[src/rtl/ps2_keycode_rx_if.sv]
// Pin and PIO-side bundle for the PS/2 keycode receiver.
// The keyboard/host side drives the PS/2 pins; the receiver drives the decoded key state.
interface ps2_keycode_rx_if;
    logic       ps2_clk;
    logic       ps2_data;
    logic [7:0] keycode_export;
    logic       press_export;
    logic       ext_export;
    logic       code_valid;
    logic       frame_err;

    modport master (
        output ps2_clk, ps2_data,
        input  keycode_export, press_export, ext_export, code_valid, frame_err
    );

    modport slave (
        input  ps2_clk, ps2_data,
        output keycode_export, press_export, ext_export, code_valid, frame_err
    );
endinterface

[src/rtl/ps2_keycode_rx.sv]
// PS/2 device-to-host frame receiver with E0/F0 prefix folding.
// Holds the last key event (code, make/break, extended) for software polling.
module ps2_keycode_rx #(
    parameter int FILTER_LEN     = 8,
    parameter int TIMEOUT_CYCLES = 100000
) (
    input  logic            clk_clk,
    input  logic            reset_reset_n,
    ps2_keycode_rx_if.slave ps2
);
    localparam int TW = $clog2(TIMEOUT_CYCLES);

    typedef enum logic [1:0] {S_IDLE, S_DATA, S_PARITY, S_STOP} state_e;

    logic [1:0]            clk_sync_q;
    logic [1:0]            data_sync_q;
    logic [FILTER_LEN-1:0] filt_q;
    logic                  clk_filt_q;
    logic                  clk_filt_d;
    logic                  fall_evt_q;
    state_e                state_q;
    state_e                state_d;
    logic [2:0]            bit_cnt_q;
    logic [7:0]            shift_q;
    logic                  par_q;
    logic [TW-1:0]         tmo_q;
    logic                  byte_done_q;
    logic                  frame_err_q;
    logic                  code_valid_q;
    logic                  ext_pend_q;
    logic                  brk_pend_q;
    logic [7:0]            keycode_q;
    logic                  press_q;
    logic                  ext_q;

    logic data_s;
    logic tmo_hit;
    logic start_c, shift_c, par_c, done_c, err_c;

    assign data_s  = data_sync_q[1];
    // A falling edge in the same cycle as expiry keeps the frame alive.
    assign tmo_hit = (state_q != S_IDLE) && (tmo_q == TW'(TIMEOUT_CYCLES - 1)) && !fall_evt_q;

    // Level hysteresis: only a full run of equal samples moves the filtered clock.
    always_comb begin
        clk_filt_d = clk_filt_q;
        if (filt_q == '0) begin
            clk_filt_d = 1'b0;
        end else if (&filt_q) begin
            clk_filt_d = 1'b1;
        end
    end

    always_ff @(posedge clk_clk or negedge reset_reset_n) begin
        if (!reset_reset_n) begin
            clk_sync_q  <= 2'b11;
            data_sync_q <= 2'b11;
            filt_q      <= '1;
            clk_filt_q  <= 1'b1;
            fall_evt_q  <= 1'b0;
        end else begin
            clk_sync_q  <= {clk_sync_q[0], ps2.ps2_clk};
            data_sync_q <= {data_sync_q[0], ps2.ps2_data};
            filt_q      <= {filt_q[FILTER_LEN-2:0], clk_sync_q[1]};
            clk_filt_q  <= clk_filt_d;
            fall_evt_q  <= clk_filt_q & ~clk_filt_d;
        end
    end

    always_ff @(posedge clk_clk or negedge reset_reset_n) begin
        if (!reset_reset_n) begin
            state_q <= S_IDLE;
        end else begin
            state_q <= state_d;
        end
    end

    always_comb begin
        state_d = state_q;
        if (fall_evt_q) begin
            unique case (state_q)
                S_IDLE:   if (!data_s) state_d = S_DATA;
                S_DATA:   if (bit_cnt_q == 3'd7) state_d = S_PARITY;
                S_PARITY: state_d = S_STOP;
                S_STOP:   state_d = S_IDLE;
                default:  state_d = S_IDLE;
            endcase
        end else if (tmo_hit) begin
            state_d = S_IDLE;
        end
    end

    always_comb begin
        start_c = 1'b0;
        shift_c = 1'b0;
        par_c   = 1'b0;
        done_c  = 1'b0;
        err_c   = 1'b0;
        if (fall_evt_q) begin
            unique case (state_q)
                S_IDLE:   start_c = !data_s;
                S_DATA:   shift_c = 1'b1;
                S_PARITY: par_c   = 1'b1;
                S_STOP: begin
                    if (data_s && (^{shift_q, par_q})) done_c = 1'b1;
                    else                               err_c  = 1'b1;
                end
                default: ;
            endcase
        end else if (tmo_hit) begin
            err_c = 1'b1;
        end
    end

    always_ff @(posedge clk_clk or negedge reset_reset_n) begin
        if (!reset_reset_n) begin
            bit_cnt_q    <= 3'd0;
            shift_q      <= 8'h00;
            par_q        <= 1'b0;
            tmo_q        <= '0;
            byte_done_q  <= 1'b0;
            frame_err_q  <= 1'b0;
            code_valid_q <= 1'b0;
            ext_pend_q   <= 1'b0;
            brk_pend_q   <= 1'b0;
            keycode_q    <= 8'h00;
            press_q      <= 1'b0;
            ext_q        <= 1'b0;
        end else begin
            if (start_c) begin
                bit_cnt_q <= 3'd0;
            end else if (shift_c) begin
                bit_cnt_q <= bit_cnt_q + 3'd1;
            end
            if (shift_c) shift_q <= {data_s, shift_q[7:1]};
            if (par_c)   par_q   <= data_s;

            if (fall_evt_q || state_q == S_IDLE) tmo_q <= '0;
            else                                 tmo_q <= tmo_q + 1'b1;

            byte_done_q  <= done_c;
            frame_err_q  <= err_c;
            code_valid_q <= 1'b0;

            // Shift register is stable after STOP, so it is read one cycle later here.
            if (err_c) begin
                ext_pend_q <= 1'b0;
                brk_pend_q <= 1'b0;
            end else if (byte_done_q) begin
                if (shift_q == 8'hE0) begin
                    ext_pend_q <= 1'b1;
                end else if (shift_q == 8'hF0) begin
                    brk_pend_q <= 1'b1;
                end else begin
                    keycode_q    <= shift_q;
                    press_q      <= ~brk_pend_q;
                    ext_q        <= ext_pend_q;
                    code_valid_q <= 1'b1;
                    ext_pend_q   <= 1'b0;
                    brk_pend_q   <= 1'b0;
                end
            end
        end
    end

    assign ps2.keycode_export = keycode_q;
    assign ps2.press_export   = press_q;
    assign ps2.ext_export     = ext_q;
    assign ps2.code_valid     = code_valid_q;
    assign ps2.frame_err      = frame_err_q;
endmodule

[src/flat_wrapper.sv]
// flat-port wrapper written by rule: the top's interface ports become plain ports
module ps2_keycode_rx_flat 
#(
    parameter int FILTER_LEN     = 8,
    parameter int TIMEOUT_CYCLES = 100000
)
  (clk_clk, reset_reset_n, ps2_ps2_clk, ps2_ps2_data, ps2_keycode_export, ps2_press_export, ps2_ext_export, ps2_code_valid, ps2_frame_err);
  ps2_keycode_rx_if ps2_i ();
  input  logic clk_clk;
  input  logic reset_reset_n;
  input wire logic [$bits(ps2_i.ps2_clk)-1:0] ps2_ps2_clk;
  input wire logic [$bits(ps2_i.ps2_data)-1:0] ps2_ps2_data;
  output wire logic [$bits(ps2_i.keycode_export)-1:0] ps2_keycode_export;
  output wire logic [$bits(ps2_i.press_export)-1:0] ps2_press_export;
  output wire logic [$bits(ps2_i.ext_export)-1:0] ps2_ext_export;
  output wire logic [$bits(ps2_i.code_valid)-1:0] ps2_code_valid;
  output wire logic [$bits(ps2_i.frame_err)-1:0] ps2_frame_err;
  assign ps2_i.ps2_clk = ps2_ps2_clk;
  assign ps2_i.ps2_data = ps2_ps2_data;
  assign ps2_keycode_export = ps2_i.keycode_export;
  assign ps2_press_export = ps2_i.press_export;
  assign ps2_ext_export = ps2_i.ext_export;
  assign ps2_code_valid = ps2_i.code_valid;
  assign ps2_frame_err = ps2_i.frame_err;
  ps2_keycode_rx #(.FILTER_LEN(FILTER_LEN), .TIMEOUT_CYCLES(TIMEOUT_CYCLES)) u_core (.clk_clk(clk_clk), .reset_reset_n(reset_reset_n), .ps2(ps2_i));
endmodule
[config.mk]
export PLATFORM = sky130hd
export DESIGN_NAME = ps2_keycode_rx_flat
export DESIGN_NICKNAME = d
export VERILOG_FILES = /design/src/rtl/ps2_keycode_rx_if.sv /design/src/rtl/ps2_keycode_rx.sv /design/src/flat_wrapper.sv
export SDC_FILE = /design/constraint.sdc
export NUM_CORES = 1
export LEC_CHECK = 0
export BUFFER_PORTS_ARGS = -buffer_cell sky130_fd_sc_hd__buf_2
export CELL_PAD_IN_SITES_DETAIL_PLACEMENT = 1
export CELL_PAD_IN_SITES_GLOBAL_PLACEMENT = 1
export CORE_MARGIN = 2
export CORE_UTILIZATION = 52
export DETAILED_ROUTE_END_ITERATION = 7
export PLACE_DENSITY = 0.92
export SLEW_MARGIN = 20
export SYNTH_ARGS = -nofsm -noshare
export SYNTH_HDL_FRONTEND = slang
export SYNTH_SLANG_ARGS = --single-unit
[constraint.sdc]
create_clock -name clk_clk -period 3.5 [get_ports clk_clk]
set_input_delay 0.35 -clock clk_clk [delete_from_list [all_inputs] [get_ports clk_clk]]
set_output_delay 0.35 -clock clk_clk [all_outputs]
set_load 0.005 [all_outputs]
==> metrics.md, run 1 <==
| Metric | Value |
|---|---|
| Sequential fraction of the synthesis area | `a little under three fifths` |
| Initial Util | `between 50% and 60%` |
| Layout cell share with drive strength beyond 1 | `25.41%` |
| Final hold viol count | `0` |
| Worst-Skew Late Latency | `between 0.3 and 0.4 ns` |
| Ys Warns | `0` |
| Port Buffers | `15` |
| Final period utilization | `about two thirds` |
| Crit path time final | `~2.3 ns` |
| Die width | `between 70 and 80 um` |
| Post-DP HPWL | `between 3 and 4 mm` |
| Count of cell types in the netlist | `40` |
| CTS Sinks | `60` |
| Fin util | `between 60% and 70%` |
| Vias/cell | `5.521` |
| Worst-case clock buffer depth | `2` |
| Max frequency | `0.4350 GHz` |
| Unrepaired setup endpoints after global routing | `no` |
| Mapped Area | `roughly 0.0026 sq mm` |
| Row count | `25` |
| Startpoint class of the critical path | `flip-flop` |
| Final wirelength | `around 5.4 mm` |
| DRT antenna net count | `0` |
| Diode count | `0` |
| CP startpoint | `u_core.shift_q[5]` |
| Post-CTS Setup Repair Bufs | `0` |
| Root Buffer | `clkbuf_8` |
| I/O pin count | `16` |
| Count of cells resized by post-cts repair | `0` |
| Area growth from synthesis to layout | `12.62%` |
| EDFF count, synth | `0` |
| Max Cap Viol | `0` |
| Hold_buf cts | `0` |
| Core outline area | `about 0.0048 sq mm` |
| CTS tree | `done` |
| Number of fill cells | `523` |
| Setup TNS | `0 ns` |
| Hold crit path type | `in2async` |
| Clk pin slew, worst setup/hold paths | `~0.07 ns` |
| Clk_skew | `0.01014 ns` |
| Pleak | `roughly 0.0013 uW` |
| Global-route wire length before repair | `between 9 and 10 mm` |
| Placer Congestion | `between 0.7 and 0.8` |
| Most common cell after layout, fill and taps aside | `dfrtp_1` |
| GRT overflow | `0` |
| Worst-margin pin slew | `around 0.66 ns` |
| DR vias | `roughly 1.7k` |
| Peak supply drop | `0.2660 mV` |
| Outcome | `complete, no violations` |
| Setup-failing EPs final | `0` |
| CTS buffer count | `9` |
| Most frequent cells in the layout | `47 x dfrtp_1, 20 x nor2_1, 15 x buf_2, 14 x inv_1, 13 x dfstp_2` |
| Worst setup EP type | `flip-flop` |
| Nets | `~250` |
| Worst setup path end | `u_core.ps2.ext_export` |
| Crit Path Max Fanout | `11` |
| Max transition margin | `a little under three fifths` |
| Crit Path Class | `reg2reg` |
| Chip Height | `roughly 75 um` |
| Synth Flop Type | `dfrtp_1` |
| Global-route usage over all layers | `22.62%` |
| Pre-Repair DR Iteration Count | `4` |
| Flop2flop setup slack | `approximately 1.2 ns` |
| Drt drc | `0` |
| Post-Synthesis Cells | `218` |
| Max-slew violations | `0` |
| Die area | `between 0.005 and 0.006 sq mm` |
| Reg2Reg Depth | `5` |
| Vias in the first global route | `between 1.5k and 2k` |
| Largest net degree at the start of global routing | `32` |
| Net Count, Synth | `230` |
| R2r endpoint | `u_core.ps2.ext_export` |
| Synth Register Bits | `60` |
| Initial antenna violation count | `0` |
| Pwr dens | `roughly 450 mW/mm^2` |
| Syn_area_per_cell | `12.09 sq um` |
| DR WL/cell | `approximately 17 um` |
| RR Startpoint | `u_core.shift_q[5]` |
| Iter 0 DRT Violations | `between 50 and 60` |
| Async set-or-reset flop fraction in the synthesized netlist | `100.0%` |
| Final hold slack | `around 0.036 ns` |
| Critical path data required time | `~3.7 ns` |
| CTS H-tree lvls | `3` |
| Crit path DAT | `2.53 ns` |
| Pwr Total | `approximately 1300 uW` |
-- worst min path at each step --
stage / endpoint / startpoint / depth (start not counted) / slack, ns
final: u_core.shift_q[5] / reset_reset_n / 1 / 0.04
after global routing: u_core.shift_q[5] / reset_reset_n / 1 / 0.09
after CTS: u_core.shift_q[7] / reset_reset_n / 1 / 0.05
after detailed placement: u_core.clk_sync_q[1] / u_core.clk_sync_q[0] / 0 / 0.35
after global placement: u_core.clk_sync_q[1] / u_core.clk_sync_q[0] / 0 / 0.35
after floorplan: u_core.bit_cnt_q[0] / reset_reset_n / 0 / 0.05
-- cell type report --
class                           instances  area, sq um  share of cell area (%)
Multi-Input combinational cell        138         1035                   34.85
Tap cell                               67        83.83                   2.823
Sequential cell                        60         1518                   51.12
Clock inverter                          3        17.52                  0.5900
Inverter                               14        52.55                   1.770
Timing Repair Buffer                   16        82.58                   2.781
Clock buffer                           13        180.2                   6.068
-- metal layers --
| layer | share of wire [%] | track usage, % | vias up |
|---|---|---|---|
| met5 | 0 | 0 | - |
| met4 | 2.9 | 12.28 | 0 |
| li1 | - | - | 810 |
| met3 | 2.7 | 4.552 | 17 |
| met2 | 54 | 41.62 | 31 |
| met1 | 40 | 24.17 | 859 |
-- cells by family (layout without fill, tap and decap cells) --
| family | after synthesis | after routing | synth area share, % |
|---|---|---|---|
| flops | 60 | 60 | 57.57 |
| compound gates | 27 | 27 | 7.688 |
| simple gates | 67 | 67 | 13.00 |
| fa+ha+maj | 8 | 8 | 3.797 |
| mux | 15 | 15 | 6.929 |
| buf+inv | 20 | 46 | 3.179 |
| xor+xnor | 21 | 21 | 7.831 |
-- metrics by stage --
step	area [sq um]	worst slack, ns	instances
2_1_floorplan	2636	1.494	218
4_1_cts	2969	1.205	311
5_1_grt	2969	1.083	311
6_report	2969	1.201	311
3_3_place_gp	2771	1.305	295
3_5_place_dp	2771	1.228	295
-- state kept, by name, summed over array words and instances (netlist names), 2 cells and up --
signal                     cells
u_core.bit_cnt_q               3
u_core.state_q                 2
u_core.ps2.keycode_export      8
u_core.shift_q                 8
u_core.tmo_q                  17
u_core.data_sync_q             2
u_core.filt_q                  8
u_core.clk_sync_q              2
-- power breakdown --
part           total (uW)  switching [uW]  leakage (uW)  internal, uW
Sequential            717            7.27      0.000794           710
Combinational        24.0            17.8      0.000427          6.18
Clock                 604             268      0.000101           336
-- critical path, stage by stage, from the launching register on --
cell and delay [ns]:
dfrtp_1 0.44, xnor2_1 0.25, xnor3_2 0.42, xnor2_2 0.17, o2bb2ai_2 0.51, mux2_2 0.40
-- synth_stat cells, types with 2 or more instances --
cell type	count	area, sq um
o21a_1	3	22.52
mux2_2	10	112.6
o2bb2ai_1	6	52.55
xor2_1	9	78.83
nor4_1	3	18.77
inv_1	14	52.55
nor3_1	6	30.03
ha_1	8	100.1
or3_1	2	12.51
dfrtp_1	47	1176
nor2_1	20	75.07
dfstp_2	13	341.6
nor4bb_1	2	20.02
xnor2_1	10	87.58
nand3_1	9	45.04
nor2b_1	2	12.51
nand2_1	10	37.54
and3_1	2	12.51
mux2_4	4	60.06
and4_1	2	17.52
clkbuf_1	4	15.01
nand4_1	6	37.54
o22ai_1	3	18.77
o21ai_0	3	15.01
a21oi_1	5	25.02
(Power assumes the default switching activity.)
==> inputs of run 2 (changes only) <==
--- a/config.mk
+++ b/config.mk
@@ -9,9 +9,9 @@
 export CELL_PAD_IN_SITES_DETAIL_PLACEMENT = 1
 export CELL_PAD_IN_SITES_GLOBAL_PLACEMENT = 1
 export CORE_MARGIN = 2
-export CORE_UTILIZATION = 52
+export CORE_UTILIZATION = 49
 export DETAILED_ROUTE_END_ITERATION = 7
-export PLACE_DENSITY = 0.92
+export PLACE_DENSITY = 0.88
 export SLEW_MARGIN = 20
 export SYNTH_ARGS = -nofsm -noshare
 export SYNTH_HDL_FRONTEND = slang
==> constraint.sdc (replaced) <==
create_clock -name clk_clk -period 2.16 [get_ports clk_clk]
set_input_delay 0.216 -clock clk_clk [delete_from_list [all_inputs] [get_ports clk_clk]]
set_output_delay 0.216 -clock clk_clk [all_outputs]
set_load 0.005 [all_outputs]
==> metrics.md, run 2 (synthesized netlist as in run 1, its figures left out) <==
| Metric | Value |
|---|---|
| DR WL/cell | `about 17 um` |
| Crit path buf inv count | `4` |
| R2r endpoint | `u_core.ps2.keycode_export[2]` |
| Crit Path Max Fanout | `6` |
| Max frequency | `0.4831 GHz` |
| Die area | `roughly 0.006 sq mm` |
| Peak supply drop | `between 0.3 and 0.4 mV` |
| Final wirelength | `~5.6 mm` |
| Crit Path Class | `reg2reg` |
| Max Cap Viol | `0` |
| Cells along the critical path | `inv_1 -> ha_1 -> or2_2 -> o21a_1 -> o2bb2ai_2 -> buf_12 -> buf_4 -> buf_4 -> o2bb2ai_1` |
| DRT antenna net count | `0` |
| Largest net degree at the start of global routing | `between 60 and 70` |
| Area growth from synthesis to layout | `18.56%` |
| CP peak stage delay | `roughly 0.41 ns` |
| Vias/cell | `5.380` |
| Max transition margin | `52.30%` |
| Largest Register | `u_core.tmo_q` |
| Clk pin slew, worst setup/hold paths | `approximately 0.06 ns` |
| Startpoint class of the critical path | `flip-flop` |
| Crit path time final | `between 2 and 2.5 ns` |
| Crit-path leading delay family | `buffers and inverters` |
| Flop2flop setup slack | `roughly 0.09 ns` |
| Final hold slack | `0.03095 ns` |
| Chip Height | `77.35 um` |
| Row count | `26` |
| Clk_skew | `approximately 0.0031 ns` |
| RR Startpoint | `u_core.state_q[0]` |
| Final period utilization | `~96%` |
| Reg2Reg Depth | `9` |
| GRT overflow | `0` |
| Initial antenna violation count | `0` |
| Most frequent cells in the layout | `45 x dfrtp_1, 20 x nor2_1, 15 x buf_2, 14 x inv_1` |
| Final hold viol count | `0` |
| CTS buffer count | `9` |
| Most used cell, CP | `buf_4` |
| Max-slew violations | `0` |
| Layout cell share with drive strength beyond 1 | `between 30% and 40%` |
| Outcome | `complete, no violations` |
| Final worst slack | `0.09014 ns` |
| Drt drc | `0` |
| Post-DP HPWL | `~3.6 mm` |
| Die width | `77.35 um` |
| Port Buffers | `15` |
| Critical path data required time | `2.41 ns` |
| Root Buffer | `clkbuf_8` |
| Crit path DAT | `2.32 ns` |
| Global-route usage over all layers | `19.91%` |
| Place WS | `roughly 0.096 ns` |
| Pleak | `between 0.001 and 0.0015 uW` |
| Global-route wire length before repair | `between 9 and 10 mm` |
| Nets | `266` |
| CTS Sinks | `60` |
| Worst-case clock buffer depth | `2` |
| Initial Util | `between 50% and 60%` |
| CTS tree | `done` |
| Core outline area | `just over 0.005 sq mm` |
| Placer Congestion | `0.7199` |
| Diode count | `0` |
| Most common cell after layout, fill and taps aside | `dfrtp_1` |
| Worst-margin pin slew | `0.7154 ns` |
| CP max-delay cell | `dfrtp_1` |
| Pwr dens | `681.3 mW/mm^2` |
| Setup-failing EPs final | `0` |
| Setup TNS | `0 ns` |
| I/O pin count | `16` |
| Hold crit path type | `in2async` |
| Largest register FFs | `17` |
| Iter 0 DRT Violations | `51` |
| Vias in the first global route | `1,923` |
| Worst setup EP type | `flip-flop` |
| Worst-Skew Late Latency | `between 0.3 and 0.4 ns` |
| Pre-Repair DR Iteration Count | `4` |
| CTS H-tree lvls | `3` |
| DR vias | `~1.8k` |
## run 2: cell types whose count changed in the layout (fill, tap and decap cells not counted), moves of 2 or more
| cell | change |
|---|---|
| buf_4 | +12 |
| dfrtp_1 | -2 |
| dfrtp_2 | +2 |
| dlygate4sd3_1 | +2 |
| nor4bb_1 | -2 |
| nor4bb_2 | +2 |
## run 2: where the power goes
| part | switching (uW) | internal (uW) |
|---|---|---|
| clock network | 416 | 508 |
| registers | 12.0 | 1150 |
| logic | 29.1 | 12.8 |
## run 2: routing by layer
metal	GRT usage [%]	wire length [um]	up-vias
li1	-	-	832
met2	33.83	3046	32
met3	5.930	174	11
met1	23.17	2257	895
met4	9.286	118	0
met5	0	0	-
## run 2: cell type report
class                           count  area [sq um]
Fill cell                         547          2014
Sequential cell                    60          1520
Multi-Input combinational cell    138          1064
Timing Repair Buffer               31         212.7
Clock buffer                       13         168.9
Tap cell                           70         87.58
Inverter                           14         52.55
Clock inverter                      3         20.02
## run 2: how the worst max path moves through the flow
stage	start	endpoint	depth (start not counted)
2_1_floorplan	u_core.state_q[0]	u_core.ps2.keycode_export[4]	8
3_3_place_gp	u_core.shift_q[1]	u_core.ps2.ext_export	6
3_5_place_dp	u_core.shift_q[1]	u_core.ps2.ext_export	6
4_1_cts	u_core.shift_q[1]	u_core.ps2.ext_export	6
5_1_grt	u_core.shift_q[3]	u_core.ps2.keycode_export[2]	8
6_report	u_core.state_q[0]	u_core.ps2.keycode_export[2]	9
## run 2: stage by stage
stage | cells | utilization [%] | area, sq um | total power [uW]
floorplan | 218 | - | 2636 | 1191
global placement | 303 | 54.97 | 2825 | 1220
detailed placement | 303 | 54.97 | 2825 | 1223
CTS | 321 | 59.03 | 3034 | 2168
global route | 329 | 60.81 | 3126 | 2217
finish | 329 | 60.81 | 3126 | 2129
## run 2: timing repair
action,in CTS,in global routing
setup buffers,0,8
endpoints found under the setup margin,0,1
hold buffers,2,0
endpoints found under the hold margin,2,0
gates resized for setup,0,9
